[src/rtl/sdram_dq_seq.sv]
// SDRAM DQ data-phase sequencer: drives write beats combinationally in the accept cycle and
// captures read beats CL+RD_DELAY cycles later. Backpressure is via cmd_ready, which enforces burst spacing and write-after-read turnaround.
module sdram_dq_seq #(
  parameter int W        = 16,
  parameter int BL       = 4,
  parameter int CL       = 2,
  parameter int RD_DELAY = 2
) (
  input  logic         clk,
  input  logic         rst,
  input  logic         cmd_valid,
  input  logic         cmd_write,
  output logic         cmd_ready,
  input  logic [W-1:0] wdata,
  output logic         wdata_ready,
  output logic [W-1:0] rdata,
  output logic         rdata_valid,
  output logic [W-1:0] dq_o,
  output logic [W-1:0] dq_oe,
  input  logic [W-1:0] dq_i,
  output logic         busy
);

  localparam int LAT   = CL + RD_DELAY;
  localparam int DEPTH = LAT + BL;
  localparam int CW    = $clog2(CL + BL + 1);
  // Beat k must reach bit 0 at T+LAT+k; the mask is inserted at T+1.
  localparam logic [DEPTH-1:0] RD_MASK = DEPTH'((2 ** BL) - 1) << (LAT - 1);

  logic [CW-1:0]    wr_cnt_q, wr_cnt_d;
  logic [CW-1:0]    rd_cnt_q, rd_cnt_d;
  logic [CW-1:0]    ta_cnt_q, ta_cnt_d;
  logic [DEPTH-1:0] vld_q, vld_d;
  logic [W-1:0]     rdata_q, rdata_d;
  logic             rvld_q, rvld_d;

  logic wr_block, wr_ok, rd_ok, wr_acc, rd_acc, wr_active;

  always_comb begin
    wr_block  = (wr_cnt_q != '0);
    rd_ok     = !wr_block && (rd_cnt_q == '0);
    wr_ok     = !wr_block && (ta_cnt_q == '0);
    cmd_ready = !rst && (cmd_write ? wr_ok : rd_ok);
    wr_acc    = cmd_valid && cmd_ready && cmd_write;
    rd_acc    = cmd_valid && cmd_ready && !cmd_write;
    wr_active = !rst && (wr_acc || wr_block);
  end

  always_comb begin
    wr_cnt_d = wr_cnt_q;
    rd_cnt_d = rd_cnt_q;
    ta_cnt_d = ta_cnt_q;
    if (wr_acc)                wr_cnt_d = CW'(BL - 1);
    else if (wr_cnt_q != '0)   wr_cnt_d = wr_cnt_q - CW'(1);
    if (rd_acc)                rd_cnt_d = CW'(BL - 1);
    else if (rd_cnt_q != '0)   rd_cnt_d = rd_cnt_q - CW'(1);
    // Write is held off until the last read beat has left the pad plus one turnaround cycle.
    if (rd_acc)                ta_cnt_d = CW'(CL + BL);
    else if (ta_cnt_q != '0)   ta_cnt_d = ta_cnt_q - CW'(1);
    vld_d   = (vld_q >> 1) | (rd_acc ? RD_MASK : '0);
    rvld_d  = vld_q[0];
    rdata_d = vld_q[0] ? dq_i : rdata_q;
  end

  always_ff @(posedge clk) begin
    if (rst) begin
      wr_cnt_q <= '0;
      rd_cnt_q <= '0;
      ta_cnt_q <= '0;
      vld_q    <= '0;
      rdata_q  <= '0;
      rvld_q   <= 1'b0;
    end else begin
      wr_cnt_q <= wr_cnt_d;
      rd_cnt_q <= rd_cnt_d;
      ta_cnt_q <= ta_cnt_d;
      vld_q    <= vld_d;
      rdata_q  <= rdata_d;
      rvld_q   <= rvld_d;
    end
  end

  always_comb begin
    wdata_ready = wr_active;
    dq_oe       = {W{wr_active}};
    dq_o        = wr_active ? wdata : '0;
    rdata_valid = !rst && rvld_q;
    rdata       = rst ? '0 : rdata_q;
    busy        = !rst && (wr_block || (vld_q != '0));
  end

endmodule

[config.mk]
export PLATFORM = sky130hd
export DESIGN_NAME = sdram_dq_seq
export DESIGN_NICKNAME = d
export VERILOG_FILES = /design/src/rtl/sdram_dq_seq.sv
export SDC_FILE = /design/constraint.sdc
export NUM_CORES = 1
export LEC_CHECK = 0
export CAP_MARGIN = 0
export CORE_MARGIN = 1
export CORE_UTILIZATION = 35
export CTS_CLUSTER_DIAMETER = 30
export DETAILED_ROUTE_END_ITERATION = 7
export PLACE_DENSITY = 0.76
export SYNTH_ARGS = -nofsm -noshare
export SYNTH_HDL_FRONTEND = slang
export SYNTH_SLANG_ARGS = --single-unit
[constraint.sdc]
create_clock -name clk -period 1.84 [get_ports clk]
set_input_delay 0.276 -clock clk [delete_from_list [all_inputs] [get_ports clk]]
set_output_delay 0.276 -clock clk [all_outputs]
set_load 0.02 [all_outputs]
### Word level (Yosys, flattened, before mapping)

Cells that the tools add are included.

| storage, ports and cells | value |
|---|---|
| output and inout port bits | 52 |
| bits of input ports | 36 |
| register bits after elaboration | 34 |
| word-level logic and storage cells | 48 |

| operators by class | value |
|---|---|
| bitwise operators | 1 |
| mux-type cells | 10 |
| reductions and logical operators | 25 |
| add/subtract/negate cells | 3 |

Operators by type and width:

| cell | number |
|---|---|
| two-way mux 16 bit | 2 |
| logical AND 1 bit | 9 |
| nonzero test 3 bit | 3 |
| subtractor 3 x 1 -> 3 bit, second input constant | 3 |
| two-way mux 2 bit | 4 |
| nonzero test 8 bit | 1 |
| two-way mux 7 bit | 1 |
| bitwise OR 7 bit | 1 |
| zero test 3 bit | 2 |
| two-way mux 3 bit | 2 |
| nonzero test 2 bit | 3 |
| OR reduction 2 bit | 2 |
| zero test 1 bit | 3 |
| logical OR 1 bit | 2 |
| two-way mux 1 bit | 1 |

### Depth between registers and ports, before layout

| depth | value |
|---|---|
| depth in word-level cells | 10 |
| mapped depth | 6 |
| gate-level depth less buffers | 5 |

### Worst setup path before layout

OpenSTA, ideal clock, no wires.

| timing path | value |
|---|---|
| path type | register to output |
| start point | register ta_cnt_q[0] |
| end point | output port dq_o[10] |
| arrival | 1.804 ns |
| buffers on the path | 1 |
| slack | -0.240 ns |
| data required time | 1.564 ns |
| cell stages (with the launch flop) | 7 |
| cells stage by stage | dfxtp_1 -> nor2_1 -> ha_1 -> nand3_1 -> a21oi_1 -> buf_2 -> and2_1 |

| on the way | value |
|---|---|
| cells in the longest elaborated chain, start to end | 9 |

Ends and longest elaborated chain:

| what | RTL line | RTL |
|---|---|---|
| start, declared | 32 | `logic [CW-1:0] ta_cnt_q, ta_cnt_d;` |
| start signal, assigned | 76 | `ta_cnt_q <= ta_cnt_d;` |
| zero test 3 bit | 42 | `wr_ok = !wr_block && (ta_cnt_q == '0);` |
| logical AND 1 bit | 42 |  |
| two-way mux 1 bit | 43 | `cmd_ready = !rst && (cmd_write ? wr_ok : rd_ok);` |
| logical AND 1 bit | 43 |  |
| logical AND 1 bit (2 in series) | 44 | `wr_acc = cmd_valid && cmd_ready && cmd_write;` |
| logical OR 1 bit | 46 | `wr_active = !rst && (wr_acc \|\| wr_block);` |
| logical AND 1 bit | 46 |  |
| net wdata_ready | 15 | `output logic wdata_ready,` |
| two-way mux 16 bit | 86 | `dq_o = wr_active ? wdata : '0;` |
| end, declared | 18 | `output logic [W-1:0] dq_o,` |

The timed path passes the listed nets, and every way through them passes these cells.

### Final worst setup path

| timing path | value |
|---|---|
| start point | register ta_cnt_q[0] |
| end point | output port dq_o[10] |

| on the way | value |
|---|---|
| cells in the longest elaborated chain, start to end | 9 |

Ends and longest elaborated chain:

| what | RTL line |
|---|---|
| zero test 3 bit | 42 |
| logical AND 1 bit | 42 |
| two-way mux 1 bit | 43 |
| logical AND 1 bit | 43 |
| logical AND 1 bit (2 in series) | 44 |
| logical OR 1 bit | 46 |
| logical AND 1 bit | 46 |
| two-way mux 16 bit | 86 |

Every way passes these cells.

==> impl_metrics.json <==
{
  "run_status": "finished with violations",
  "violations_in_the_final_reports": "design-rule violations, negative setup slack",
  "hold_start": "rst",
  "period_minus_slack_ns": 1.962,
  "synth_most_common_cell": "sky130_fd_sc_hd__dfxtp_1",
  "crit_fanout": 13,
  "required_ns": 1.56,
  "floorplan.initialDensity": 0.3742,
  "grt_antenna_before_repair": 0,
  "critical_path.cell_chain": "nor2_4 > ha_4 > nand3_4 > a21oi_4 > buf_8 > and2_4 > buf_6",
  "area.growth.synth_to_final_pct": 76.98,
  "drt_wl_total_um": 3943,
  "floorplan_die_area_um2": 5064,
  "critical_path.startpoint_type": "flip-flop",
  "met1_usage": 0.1757,
  "avgSynthCellArea_um2": 9.148,
  "skew_ns": 0.006305,
  "first_global_vias": 1361,
  "reg2reg_depth": 8,
  "hold_buffers": 0,
  "reg2reg_to": "vld_q[4]",
  "port_buffers": 87,
  "worstSetupEndpointType": "primary output",
  "hold_path_class": "input pin to flip-flop",
  "post_route_cells_drive_above_1_share": 0.3887,
  "leakage_nw": 1.245,
  "finalMaxSlewViolations": 0,
  "critical_path.n_buffers_inverters": 2,
  "finalHoldViolCount": 0,
  "routed_length_per_placed_instance_um": 11.77,
  "detail_route.drc_violations": 10,
  "cts_root_buf": "sky130_fd_sc_hd__clkbuf_8",
  "post_synth_inst_count": 183,
  "worst_hold_path.endpoint": "ta_cnt_q[1]",
  "design.portCount": 88,
  "postSynth.topFlopCell": "sky130_fd_sc_hd__dfxtp_1",
  "die_w_um": 71.16,
  "hold-path-cell-count": 3,
  "postSynthNetCount": 225,
  "final_core_utilization": 0.6622,
  "yosysSeqAreaShare": 0.3946,
  "floorplan.core_area_um2": 4474,
  "cts_made_buffers": 5,
  "max_cap_violations": 0,
  "routed_via_density": 4.439,
  "place.detailed.hpwl_um": 2658,
  "antennaDiodeCount": 0,
  "fin_hold_ws_ns": 0.3990,
  "post_synth_edffs": 0,
  "placedInstanceArea_um2": 2623,
  "cts_tree": "done",
  "synthTopCellsByCount": "sky130_fd_sc_hd__dfxtp_1 (33), sky130_fd_sc_hd__nor2b_1 (22), sky130_fd_sc_hd__nor2_1 (21)",
  "critical-path-slowest-cell": "sky130_fd_sc_hd__dfxtp_2",
  "async_reset_ff_frac": 0,
  "fp.dieH_um": 71.16,
  "fillerInstances": 353,
  "global_routing_usage_summed_across_all_routing_layers": 0.1506,
  "regToRegSetupSlack_ns": 0.08,
  "ys_seq_elements": 33,
  "power.ir.vdd_worst_v": 0.0007659,
  "layout.nets": 324,
  "gp_routability_congestion": 0.7676,
  "timing_worst_slew_pin_value_ns": 0.2723,
  "drt_first_pass_iters": 6,
  "final_cell_area_um2": 2963,
  "rows": 24,
  "htree_num_levels": 2,
  "setup_viol_count_final": 31,
  "detailroute.via_count": 1487,
  "power_per_cell_area_nw_per_um2": 1211,
  "globalRouteMet2Util": 0.2688,
  "startpoint_of_the_most_critical_register_to_register_path": "wr_cnt_q[1]",
  "multiInputGateArea_um2": 908.4,
  "path_clk_slew_ns": 0.07,
  "detailedRoute.firstIterationViolations": 61,
  "worst_slew_margin_rel": 0.8168,
  "synthDistinctLibCells": 32,
  "post-synth-top-area-fraction": 0.3946,
  "top_usage_layer": "met2",
  "clockBufferDepth": 2,
  "sequential_cell_area_um2": 665.6,
  "max_freq_mhz": 509.7,
  "fin_ws_ns": -0.1218,
  "cpLargestDelayFamily": "simple AND/OR/NAND/NOR gates",
  "timing.final.crit_share": 1.066,
  "critical-path-max-stage-delay_ns": 0.34,
  "overflow": 0,
  "grt_setup_unrepaired": "true",
  "clock_sinks": 33,
  "synth.cell_area_um2": 1674,
  "grt_max_degree": 24,
  "clk-insertion-delay-late_ns": 0.28,
  "synth_top_area_cell": "sky130_fd_sc_hd__dfxtp_1",
  "ys_top_cells_by_area": "sky130_fd_sc_hd__dfxtp_1 (39%), sky130_fd_sc_hd__mux2i_1 (11%), sky130_fd_sc_hd__nor2b_1 (8.2%), sky130_fd_sc_hd__buf_4 (7.2%), sky130_fd_sc_hd__and2_1 (6.0%)",
  "gr-usage-met3": 0.05128,
  "synth.yosys.warnings": 0,
  "crit_arrival_ns": 1.69,
  "grt_first_pass_wirelength_um": 6078,
  "path_class": "flip-flop to primary output",
  "ant_nets": 0
}
## routing by layer
metal,vias up,part of all wire
li1,772,-
met3,3,0.068
met1,663,0.43
met5,-,0
met4,0,0.0018
met2,49,0.50
## through the flow
step / instances / power [mW] / setup WS [ns] / setup TNS, ns
detailed placement: 318 / 2.617 / -0.4490 / -13.94
global route: 335 / 3.787 / -0.1857 / -4.560
finish: 335 / 3.588 / -0.1218 / -2.524
floorplan: 183 / 1.911 / 0.002263 / 0
CTS: 333 / 3.315 / -0.1640 / -4.079
global placement: 318 / 2.582 / -0.3953 / -12.16
## flip-flops by register name, indices dropped and copies added, names as in the netlist
register	cells
ta_cnt_q	3
rdata_q	16
rd_cnt_q	3
rvld_q	1
vld_q	7
wr_cnt_q	3
## tightest hold or removal path: stages
cell and delay (ns):
sky130_fd_sc_hd__buf_2 0.14, sky130_fd_sc_hd__buf_4 0.18, sky130_fd_sc_hd__a31oi_2 0.04
## cell usage in the layout, fill, tap and decap left out, types with 2 or more instances in the layout
cell type,count
sky130_fd_sc_hd__ha_1,4
sky130_fd_sc_hd__and2_4,15
sky130_fd_sc_hd__nor2b_1,21
sky130_fd_sc_hd__buf_6,38
sky130_fd_sc_hd__dfxtp_2,4
sky130_fd_sc_hd__a211oi_1,4
sky130_fd_sc_hd__dfxtp_1,29
sky130_fd_sc_hd__nor2_1,20
sky130_fd_sc_hd__buf_4,23
sky130_fd_sc_hd__a31oi_1,2
sky130_fd_sc_hd__clkbuf_8,5
sky130_fd_sc_hd__clkdlybuf4s50_1,51
sky130_fd_sc_hd__buf_8,2
sky130_fd_sc_hd__ha_4,2
sky130_fd_sc_hd__buf_2,2
sky130_fd_sc_hd__a21oi_2,4
sky130_fd_sc_hd__inv_1,9
sky130_fd_sc_hd__inv_2,2
sky130_fd_sc_hd__mux2i_1,18
sky130_fd_sc_hd__clkinv_2,2
## cell type report
class,count,share of cell area
sequential,33,0.2247
timing repair buffer,118,0.4037
multi-input combinational,113,0.3066
clock buffer,5,0.02323
clock inverter,3,0.005912
inverter,11,0.01394
tap,52,0.02196
## worst max-delay path by stage
stage | cells after the start | endpoint | startpoint | slack [ns]
after CTS | 8 | dq_oe[15] | ta_cnt_q[1] | -0.16
after detailed placement | 6 | dq_o[8] | cmd_write | -0.45
final | 7 | dq_o[10] | ta_cnt_q[0] | -0.12
after global routing | 7 | dq_o[10] | ta_cnt_q[0] | -0.19
after floorplan | 6 | dq_o[10] | ta_cnt_q[0] | 0.002
after global placement | 6 | dq_o[6] | cmd_valid | -0.40
## timing repair
action / in CTS / in global routing
pin swaps: 1 / 11
resized for setup: 201 / 53
buffers inserted: 5 / 4
setup endpoints to repair: 37 / 40
cloned: 2 / 1
## kinds of logic after synthesis
kind of cell    Yosys count  share of synthesized area
flops                    33                     0.3946
buf+inv                  37                     0.1300
mux                      18                     0.1076
compound gates           17                    0.07474
simple gates             71                     0.2429
xor+xnor                  1                   0.005233
fa+ha+maj                 6                    0.04484
## where the power goes
group          leakage [nW]  internal (mW)  switching (mW)
logic                 0.932           1.22           0.967
registers             0.269          0.813          0.0659
clock network        0.0439          0.261           0.264
total                  1.25           2.29            1.30
No activity file was read; power rests on OpenSTA's default activity.
==> patch: new RTL, config.mk and constraints unchanged <==
Take the reset off `rdata_q` and load it in a clocked block of its own.
--- a/src/rtl/sdram_dq_seq.sv
+++ b/src/rtl/sdram_dq_seq.sv
@@ -70,3 +70,2 @@
       vld_q    <= '0;
-      rdata_q  <= '0;
       rvld_q   <= 1'b0;
@@ -77,5 +76,8 @@
       vld_q    <= vld_d;
-      rdata_q  <= rdata_d;
       rvld_q   <= rvld_d;
     end
+  end
+
+  always_ff @(posedge clk) begin
+    rdata_q <= rdata_d;
   end
Check against the original RTL: differs if rst is asserted again (counterexample within 10 cycles, from zero or initial values and one cycle with rst high); with rst held inactive, the same outputs for 10 cycles.
==> patch against the unedited design <==
The flow finishes with violations (negative setup slack); synthesized area is 6.3% lower; worst setup slack better by 58 ps; total power is 2.2% higher; sequential cell count stayed put; wire length is 9.0% lower; count of clock-buffer cells in the layout stayed put; critical path depth stayed put; design area is 6.7% lower; critical path type unchanged; largest power group unchanged; highest routed layer unchanged.
==> patch: results (changes against the unedited design) <==
status -> finished, violations left
failing checks -> negative setup slack
largest net degree at the start of global routing -> 19 (-21%)
drt initial violations -> 45 (-26%)
vias in the first global route -> 1,197 (-12%)
hold path depth -> 2 (-1)
fillcell total -> 339 (-4.0%)
clk buf depth -> 2 (unchanged)
sequential fraction of the synthesis area -> 52.3% (+13 points)
Commonest cells post-synth -> nor2b_1 (21), dfxtp_1 (17), and2_1 (16), buf_4 (16), edfxtp_1 (16)
dpl hpwl -> 2550 um (-4.0%)
post-synthesis mux area share -> 1.28% (-9.5 points)
Max IR drop VDD -> 0.000921 V (+20%)
Setup WS pre-CTS -> -457 ps (-7.60 ps)
setup violators final -> 16 (-48%)
final std cells w/o fill -> 292 (-13%)
Placed Instances -> 283 (-11%)
setup_tns -> -868 ps (+1660 ps)
area of the multi-input gates -> 657 um2 (-28%)
wire length per cell -> 12.3 um (+4.5%)
Final Hold Fails -> 0 (unchanged)
Compound-Gate Fraction of Synth Area -> 6.86% (-0.62 points)
Worst R2R Path Depth -> 7 (-1)
Slew HR -> 84.1% (+2.5 points)
number of vias per cell -> 4.50 (+1.3%)
Worst Path Max Fanout -> 17 (+4)
Hold Crit Class -> register to register
crit-path leading delay family -> simple AND/OR/NAND/NOR gates
final worst slack -> -63.7 ps (+58.1 ps)
first-pass GRT wire length -> 5040 um (-17%)
top cells by area, synth -> edfxtp_1 (31%), dfxtp_1 (22%), nor2b_1 (8.4%)
XOR/XNOR share of the synthesized area -> 0.558% (+0.035 points)
number of synthesized flops with an enable pin -> 16 (+16)
Clock Skews -> 10.3 ps (+3.99 ps)
Worst Path Arrival -> 1630 ps (-60 ps)
RePlAce Congestion -> 0.736 (-4.1%)
leak pwr -> 1.21 nW (-3.0%)
post-synthesis net count -> 189 (-16%)
layout cell share with drive strength beyond 1 -> 38.4% (-0.44 points)
Total Routing Usage GR -> 15.0% (-0.048 points)
DRT Pass-1 Iters -> 4 (-2)
Post-Syn Area per Cell -> 10.7 um2 (+17%)
-- patch: cell types whose count changed after synthesis, sizes merged, moves of 3 or more --
cell / unedited run / this run
dfxtp: 33 / 17
edfxtp: 0 / 16
mux2i: 18 / 2
nor2: 21 / 5
clkbuf: 5 / 2
-- patch: repair_timing --
item,4_1_cts,5_1_grt
buffers inserted,2,0
endpoints found under the setup margin,53,42
pin swaps,2,7
gates resized for setup,191,43
cloned,1,0
-- patch: logic make-up (layout without fill, tap and decap cells) --
family / Yosys count / in the layout
AO/OA/AOI/OAI: 17 / 17
XOR/XNOR: 1 / 1
adder cells (fa/ha/maj): 6 / 6
buffers and inverters: 33 / 128
flip-flops: 33 / 33
multiplexers: 2 / 2
AND/OR/NAND/NOR: 55 / 55
-- patch: report_power, final --
group	switching, mW	leakage, nW	internal, mW	total, mW
registers	0.0671	0.284	0.868	0.935
logic	0.902	0.855	1.02	1.93
clock network	0.267	0.0681	0.538	0.805
total	1.24	1.21	2.43	3.67
-- patch: path summary, 6_finish.rpt --
path,start,end,slack [ps]
max,ta_cnt_q[0]$_SDFFE_PP0P_,dq_o[8],-60
min,vld_q[5]$_SDFF_PP0_,vld_q[4]$_SDFF_PP0_,440
max reg2reg,wr_cnt_q[0]$_SDFFE_PP0N_,ta_cnt_q[0]$_SDFFE_PP0P_,80
min reg2reg,vld_q[5]$_SDFF_PP0_,vld_q[4]$_SDFF_PP0_,440
-- patch: layout make-up --
cell class,count,area share (%)
clock buffers,5,2.49
flip-flops and latches,33,29.9
multi-input cells,81,23.8
repair buffers,109,37.8
clock inverters,3,2.35
inverters,11,1.49
well taps,50,2.26
-- patch: worst register-to-register path, delay by kind of cell (launching register included) --
family        cells  cell delay (ps)
simple gates      3              870
flops             1              330
buf+inv           3              310
fa+ha+maj         1              130
-- patch: layer usage --
layer | track usage, % | share of wire [%] | up-vias
met2 | 27.7 | 52 | 71
met4 | 6.12 | 0.42 | 0
met1 | 14.7 | 36 | 582
li1 | - | - | 658
met3 | 6.09 | 12 | 2
met5 | 0 | 0 | -
-- patch: per-stage QoR --
stage	power [mW]	hold WS [ps]
final	3.67	435
after global routing	3.92	467
after detailed placement	2.67	442
after CTS	3.57	445
after floorplan	1.96	375
after global placement	2.64	433
